<file path="src/rtl/iecdrv_sd_arbiter_if.sv">
// rtl/iecdrv_sd_arbiter_if.sv - drive-side and host-side SD block signals shared by the arbiter
interface iecdrv_sd_arbiter_if #(
  parameter int NUM = 4
);
  // drive side
  logic [NUM*32-1:0] req_lba;
  logic [NUM-1:0]    req_rd;
  logic [NUM-1:0]    req_wr;
  logic [NUM-1:0]    req_ack;
  logic [NUM-1:0]    req_buff_wr;
  logic [NUM*8-1:0]  req_buff_din;
  logic [NUM-1:0]    req_err;
  // host side
  logic [31:0]       sd_lba;
  logic              sd_rd;
  logic              sd_wr;
  logic              sd_ack;
  logic              sd_buff_wr;
  logic [7:0]        sd_buff_din;
  logic              busy;

  // the arbiter itself
  modport slave (
    input  req_lba, req_rd, req_wr, req_buff_din, sd_ack, sd_buff_wr,
    output req_ack, req_buff_wr, req_err, sd_lba, sd_rd, sd_wr, sd_buff_din, busy
  );

  // the surrounding system (drives plus host)
  modport master (
    output req_lba, req_rd, req_wr, req_buff_din, sd_ack, sd_buff_wr,
    input  req_ack, req_buff_wr, req_err, sd_lba, sd_rd, sd_wr, sd_buff_din, busy
  );
endinterface

</file>
<file path="src/rtl/iecdrv_sd_arbiter.sv">
// rtl/iecdrv_sd_arbiter.sv - round-robin sharing of one host SD block port among NUM drives
module iecdrv_sd_arbiter #(
  parameter int          NUM     = 4,
  parameter logic [23:0] TIMEOUT = 24'd16000000
) (
  input  logic               clk_sys,
  input  logic               reset_n,
  iecdrv_sd_arbiter_if.slave bus
);

  localparam int GW = (NUM > 1) ? $clog2(NUM) : 1;

  typedef enum logic [1:0] {
    S_IDLE = 2'd0,
    S_REQ  = 2'd1,
    S_XFER = 2'd2
  } state_t;

  state_t          r_state;
  logic [GW-1:0]   r_grant;
  logic [GW-1:0]   r_rr_ptr;
  logic [23:0]     r_cnt;
  logic [31:0]     r_sd_lba;
  logic            r_sd_rd;
  logic            r_sd_wr;
  logic [NUM-1:0]  r_err;

  state_t          w_state_nxt;
  logic [GW-1:0]   w_grant_nxt;
  logic [GW-1:0]   w_rr_nxt;
  logic [23:0]     w_cnt_nxt;
  logic [31:0]     w_lba_nxt;
  logic            w_rd_nxt;
  logic            w_wr_nxt;
  logic [NUM-1:0]  w_err_nxt;

  logic [NUM-1:0]  w_pend;
  logic            w_found;
  logic [GW-1:0]   w_pick;
  logic [GW:0]     w_sum;
  logic [GW-1:0]   w_grant_inc;
  logic            w_busy;

  assign w_pend      = bus.req_rd | bus.req_wr;
  assign w_busy      = (r_state != S_IDLE);
  // rotation pointer after a finished or aborted request; wraps to drive 0
  assign w_grant_inc = (r_grant == GW'(NUM - 1)) ? '0 : r_grant + 1'b1;

  // scan pending drives starting at the rotation pointer, first hit wins
  always_comb begin
    w_found = 1'b0;
    w_pick  = '0;
    w_sum   = '0;
    for (int k = 0; k < NUM; k++) begin
      w_sum = {1'b0, r_rr_ptr} + (GW+1)'(k);
      if (w_sum >= (GW+1)'(NUM)) begin
        w_sum = w_sum - (GW+1)'(NUM);
      end
      if (!w_found && w_pend[w_sum[GW-1:0]]) begin
        w_found = 1'b1;
        w_pick  = w_sum[GW-1:0];
      end
    end
  end

  // next-state logic: one outstanding sector request, abort on withdraw or ack timeout
  always_comb begin
    w_state_nxt = r_state;
    w_grant_nxt = r_grant;
    w_rr_nxt    = r_rr_ptr;
    w_cnt_nxt   = r_cnt;
    w_lba_nxt   = r_sd_lba;
    w_rd_nxt    = r_sd_rd;
    w_wr_nxt    = r_sd_wr;
    w_err_nxt   = '0;
    case (r_state)
      S_IDLE: begin
        if (w_found) begin
          w_grant_nxt = w_pick;
          w_lba_nxt   = bus.req_lba[{w_pick, 5'b00000} +: 32];
          // read wins when a drive raises both
          w_rd_nxt    = bus.req_rd[w_pick];
          w_wr_nxt    = !bus.req_rd[w_pick] && bus.req_wr[w_pick];
          w_cnt_nxt   = '0;
          w_state_nxt = S_REQ;
        end
      end
      S_REQ: begin
        if (bus.sd_ack) begin
          w_rd_nxt    = 1'b0;
          w_wr_nxt    = 1'b0;
          w_state_nxt = S_XFER;
        end else if (!w_pend[r_grant]) begin
          w_rd_nxt    = 1'b0;
          w_wr_nxt    = 1'b0;
          w_rr_nxt    = w_grant_inc;
          w_state_nxt = S_IDLE;
        end else if ((TIMEOUT != 24'd0) && (r_cnt == TIMEOUT - 24'd1)) begin
          w_err_nxt   = NUM'(1) << r_grant;
          w_rd_nxt    = 1'b0;
          w_wr_nxt    = 1'b0;
          w_rr_nxt    = w_grant_inc;
          w_state_nxt = S_IDLE;
        end else begin
          w_cnt_nxt   = r_cnt + 24'd1;
        end
      end
      S_XFER: begin
        // idle for one cycle after ack falls before arbitrating again
        if (!bus.sd_ack) begin
          w_rr_nxt    = w_grant_inc;
          w_state_nxt = S_IDLE;
        end
      end
      default: begin
        w_rd_nxt    = 1'b0;
        w_wr_nxt    = 1'b0;
        w_state_nxt = S_IDLE;
      end
    endcase
  end

  // state and host request registers; async reset releases any grant immediately
  always_ff @(posedge clk_sys or negedge reset_n) begin
    if (!reset_n) begin
      r_state  <= S_IDLE;
      r_grant  <= '0;
      r_rr_ptr <= '0;
      r_cnt    <= '0;
      r_sd_lba <= '0;
      r_sd_rd  <= 1'b0;
      r_sd_wr  <= 1'b0;
      r_err    <= '0;
    end else begin
      r_state  <= w_state_nxt;
      r_grant  <= w_grant_nxt;
      r_rr_ptr <= w_rr_nxt;
      r_cnt    <= w_cnt_nxt;
      r_sd_lba <= w_lba_nxt;
      r_sd_rd  <= w_rd_nxt;
      r_sd_wr  <= w_wr_nxt;
      r_err    <= w_err_nxt;
    end
  end

  // zero-latency routing of ack and buffer strobes so they stay aligned with sd_buff_addr
  always_comb begin
    bus.req_ack     = '0;
    bus.req_buff_wr = '0;
    for (int i = 0; i < NUM; i++) begin
      bus.req_ack[i]     = bus.sd_ack && w_busy && (r_grant == GW'(i));
      bus.req_buff_wr[i] = bus.sd_buff_wr && ((r_state == S_XFER) || (r_state == S_REQ)) &&
                           (r_grant == GW'(i));
    end
  end

  assign bus.sd_buff_din = w_busy ? bus.req_buff_din[{r_grant, 3'b000} +: 8] : 8'hFF;
  assign bus.sd_lba      = r_sd_lba;
  assign bus.sd_rd       = r_sd_rd;
  assign bus.sd_wr       = r_sd_wr;
  assign bus.req_err     = r_err;
  assign bus.busy        = w_busy;

endmodule

</file>
<file path="src/flat_wrapper.sv">
// flat-port wrapper written by rule: the top's interface ports become plain ports
module iecdrv_sd_arbiter_flat 
#(
  parameter int          NUM     = 4,
  parameter logic [23:0] TIMEOUT = 24'd16000000
)
  (clk_sys, reset_n, bus_req_lba, bus_req_rd, bus_req_wr, bus_req_buff_din, bus_sd_ack, bus_sd_buff_wr, bus_req_ack, bus_req_buff_wr, bus_req_err, bus_sd_lba, bus_sd_rd, bus_sd_wr, bus_sd_buff_din, bus_busy);
  iecdrv_sd_arbiter_if #(.NUM(NUM)) bus_i ();
  input  logic clk_sys;
  input  logic reset_n;
  input wire logic [$bits(bus_i.req_lba)-1:0] bus_req_lba;
  input wire logic [$bits(bus_i.req_rd)-1:0] bus_req_rd;
  input wire logic [$bits(bus_i.req_wr)-1:0] bus_req_wr;
  input wire logic [$bits(bus_i.req_buff_din)-1:0] bus_req_buff_din;
  input wire logic [$bits(bus_i.sd_ack)-1:0] bus_sd_ack;
  input wire logic [$bits(bus_i.sd_buff_wr)-1:0] bus_sd_buff_wr;
  output wire logic [$bits(bus_i.req_ack)-1:0] bus_req_ack;
  output wire logic [$bits(bus_i.req_buff_wr)-1:0] bus_req_buff_wr;
  output wire logic [$bits(bus_i.req_err)-1:0] bus_req_err;
  output wire logic [$bits(bus_i.sd_lba)-1:0] bus_sd_lba;
  output wire logic [$bits(bus_i.sd_rd)-1:0] bus_sd_rd;
  output wire logic [$bits(bus_i.sd_wr)-1:0] bus_sd_wr;
  output wire logic [$bits(bus_i.sd_buff_din)-1:0] bus_sd_buff_din;
  output wire logic [$bits(bus_i.busy)-1:0] bus_busy;
  assign bus_i.req_lba = bus_req_lba;
  assign bus_i.req_rd = bus_req_rd;
  assign bus_i.req_wr = bus_req_wr;
  assign bus_i.req_buff_din = bus_req_buff_din;
  assign bus_i.sd_ack = bus_sd_ack;
  assign bus_i.sd_buff_wr = bus_sd_buff_wr;
  assign bus_req_ack = bus_i.req_ack;
  assign bus_req_buff_wr = bus_i.req_buff_wr;
  assign bus_req_err = bus_i.req_err;
  assign bus_sd_lba = bus_i.sd_lba;
  assign bus_sd_rd = bus_i.sd_rd;
  assign bus_sd_wr = bus_i.sd_wr;
  assign bus_sd_buff_din = bus_i.sd_buff_din;
  assign bus_busy = bus_i.busy;
  iecdrv_sd_arbiter #(.NUM(NUM), .TIMEOUT(TIMEOUT)) u_core (.clk_sys(clk_sys), .reset_n(reset_n), .bus(bus_i));
endmodule
</file>
<file path="config.mk">
export PLATFORM = sky130hd
export DESIGN_NAME = iecdrv_sd_arbiter_flat
export DESIGN_NICKNAME = d
export VERILOG_FILES = /design/src/rtl/iecdrv_sd_arbiter_if.sv /design/src/rtl/iecdrv_sd_arbiter.sv /design/src/flat_wrapper.sv
export SDC_FILE = /design/constraint.sdc
export NUM_CORES = 1
export LEC_CHECK = 0
export BUFFER_PORTS_ARGS = -buffer_cell sky130_fd_sc_hd__buf_2
export CAP_MARGIN = 40
export CORE_MARGIN = 3
export CORE_UTILIZATION = 40
export DETAILED_ROUTE_END_ITERATION = 10
export HOLD_SLACK_MARGIN = 0.05
export PLACE_DENSITY = 0.82
export SYNTH_ARGS = -nofsm -noshare
export SYNTH_HDL_FRONTEND = slang
export SYNTH_SLANG_ARGS = --single-unit
</file>
<file path="constraint.sdc">
create_clock -name clk_sys -period 3.69 [get_ports clk_sys]
set_input_delay 0.5535 -clock clk_sys [delete_from_list [all_inputs] [get_ports clk_sys]]
set_output_delay 0.5535 -clock clk_sys [all_outputs]
set_load 0.05 [all_outputs]
</file>
==> out/metrics.cfg <==
[status]
status = finished clean

[clocking]
clk_pin_slew_ps = 70
tritoncts = done
cts_hold_buf = 0
cts_made_buffers = 9
cts_resized = 0
clock_sinks = 68
clk_latency_ps = 360
root_buffer = clkbuf_8
htreeDepth = 3
cts_setup_buffers = 0
clockBufferDepth = 2

[finish]
areaGrowthSynthToFinish_pct = 33.9
nFillCells = 943
fin_cells = 817
nets = 851
drive_above_1_share = 0.414

[logic_synthesis]
synth_fp_nets = 633
synth.top_cells.by_count = 68 x dfrtp_1, 68 x mux2i_1, 63 x nand2_1
ys_seq_area_frac = 0.380
synth_flop_cell = dfrtp_1
synth_top_area_cell = dfrtp_1
synth.area.top_cells = dfrtp_1 38%, mux2i_1 15%, o221ai_1 6.3%, nand2_1 5.3%, mux4_2 4.5%
syn_avg_cell_area_um2 = 9.90
synth.distinct_cells = 55
async_flop_share = 1.00
yosys.area.top_type_share = 0.380
synth_area_mm2 = 0.00448
syn_inst = 453
yosys_warnings = 0
synth_edf_count = 0
yosys_register_bits = 68

[floorplanning]
start_util = 0.412
die_area_mm2 = 0.0125
ioPinCount = 227
die_w_um = 112
core_area_mm2 = 0.0109
die-height_um = 112
num_rows = 38

[worst_setup_path]
critPathMaxFanout = 22
cp-start-kind = flip-flop
timing.critical_path.from = u_core.r_state[1]$_DFFE_PN0P_
endpoint_kind = flip-flop
worstPathArrival_ps = 3260
reg2reg_from = u_core.r_state[1]$_DFFE_PN0P_
required_ps = 3960
setup.worst_path.class = flip-flop to flip-flop

[timing]
fin_setup_tns_ps = 0
setup_viol_count_final = 0
finalClockSkew_ps = 12.3
finalMaxSlewViolations = 0
rsz0062_at_grt = no
max_slew.worst_pin.slew_ps = 785
fin_crit_sh = 0.811
fmax_ghz = 0.334
min_period_ps = 2990
finalHoldViolations = 0
relSlewSlack = 0.473

[global_routing]
antenna_found_initial = 1
grt_pass1_vias = 4487
track_usage = 0.221
grt_max_degree = 66
gr-total-overflow = 0
grt_pass1_wl_um = 22400

[flow_run]
cap_violations = 0

[routing]
drc = 0
first_pass_iters = 5
viasPerCell = 5.55
drt-initial-drc-count = 247
num_vias = 4532
wl_per_cell_um = 17.2
wl_um = 14000
ant_nets = 0

[place]
gp_congestion = 0.893
dp_hpwl_um = 11000
dp.cells = 800
port_buffers = 226

[power]
power.leakage_nw = 3.03
ir_drop_uv = 493
power.density_mw_per_mm2 = 876

[min_path]
hold_path.class = input port to async pin

layout by cell type (no fill, tap or decap), types with 3 or more instances in the layout:
master     netlist  final
and4_1           3      3
nor2_1          20     20
o31ai_1          4      4
o21ai_1          7      6
o211ai_1         4      4
o221ai_1        32     32
buf_2            6    226
inv_1            9      9
a22o_1           8      8
and2_1          11     11
or2_2           10     10
bufinv_16        0      3
a21oi_1          7      7
nor2b_1          3      3
xor2_1           6      6
o2111ai_1        4      4
a22oi_1          4      4
mux2i_1         68     68
dfrtp_1         68     68
nand3_1         12     12
nand4_1          6      6
ha_1             8      8
buf_4            3      7
nor3_1           8      8
mux4_2           9      9
o21ai_0          7      7
and3_1           8      8
clkbuf_8         0     10
nand2_1         63     63
or3_1            3      3
or4_1            5      5
sequential cells by signal (all words and copies together), names as in the netlist:
register and flops:
u_core.bus.req_err 4, u_core.bus.sd_lba 32, u_core.r_grant 2, u_core.r_state 2, u_core.bus.sd_wr 1, u_core.bus.sd_rd 1, u_core.r_cnt 24, u_core.r_rr_ptr 2
cell type report:
| cell class | count | area [µm²] | area share |
|---|---|---|---|
| Sequential cell | 68 | 1700 | 0.284 |
| Timing Repair Buffer | 235 | 1220 | 0.204 |
| Multi-Input combinational cell | 347 | 2610 | 0.435 |
| Inverter | 10 | 40.0 | 0.00667 |
| Clock buffer | 10 | 138 | 0.0229 |
| Tap cell | 140 | 175 | 0.0292 |
| Clock inverter | 6 | 111 | 0.0186 |
| Antenna cell | 1 | 2.50 | 0.000417 |
worst paths after layout:
check / end / slack [ps] / cells after the start
hold reg to reg: u_core.bus.sd_lba[29]$_DFFE_PN0P_ / 480 / 2
hold / removal: u_core.r_cnt[21]$_DFFE_PN0P_ / 200 / 2
max in group asynchronous: u_core.bus.sd_lba[20]$_DFFE_PN0P_ / 2940 / 3
setup / recovery: u_core.r_cnt[13]$_DFFE_PN0P_ / 700 / 9
min in group clk_sys: u_core.bus.sd_lba[29]$_DFFE_PN0P_ / 480 / 2
setup reg to reg: u_core.r_cnt[13]$_DFFE_PN0P_ / 700 / 9
kinds of logic (layout without fill, tap and decap cells):
family,after synthesis,after routing,synth area share
fa+ha+maj,8,8,0.0223
mux,79,79,0.202
compound gates,87,87,0.153
other cells,0,1,0
flops,68,68,0.380
simple gates,167,167,0.192
xor+xnor,6,6,0.0117
buf+inv,38,261,0.0399
routing by layer:
layer  vias up  GRT usage  routed length, µm
li1       2141          -                  -
met1      2177      0.279               5710
met2       177      0.363               7000
met3        37     0.0418                816
met4         0      0.113                510
met5         -          0                  0
where the power goes:
part / internal, mW / switching (mW) / total [mW] / leakage, nW
combinational: 1.07 / 2.20 / 3.27 / 2.02
sequential: 1.01 / 0.210 / 1.22 / 0.881
clock: 0.467 / 0.303 / 0.770 / 0.122
total: 2.54 / 2.72 / 5.26 / 3.03
worst max-delay path, stage by stage (launching register included):
cell and delay (ps):
dfrtp_1 420, inv_1 110, ha_1 570, inv_1 170
nor2_1 160, buf_4 190, o21a_1 330, o21ai_2 310
or4b_1 550, o211ai_1 100
per-stage QoR:
step                      area, µm²  worst slack (ps)  utilization  total power [mW]  hold slack [ps]
after floorplan                4480              1310            -              3.72              258
after global placement         5730              1050        0.526              4.39              465
after detailed placement       5750               821        0.528              4.50              468
after CTS                      6000               785        0.551              5.28              195
after global routing           6000               504        0.551              5.57              220
final                          6000               697        0.551              5.26              204
No activity file was read; power rests on OpenSTA's default activity.
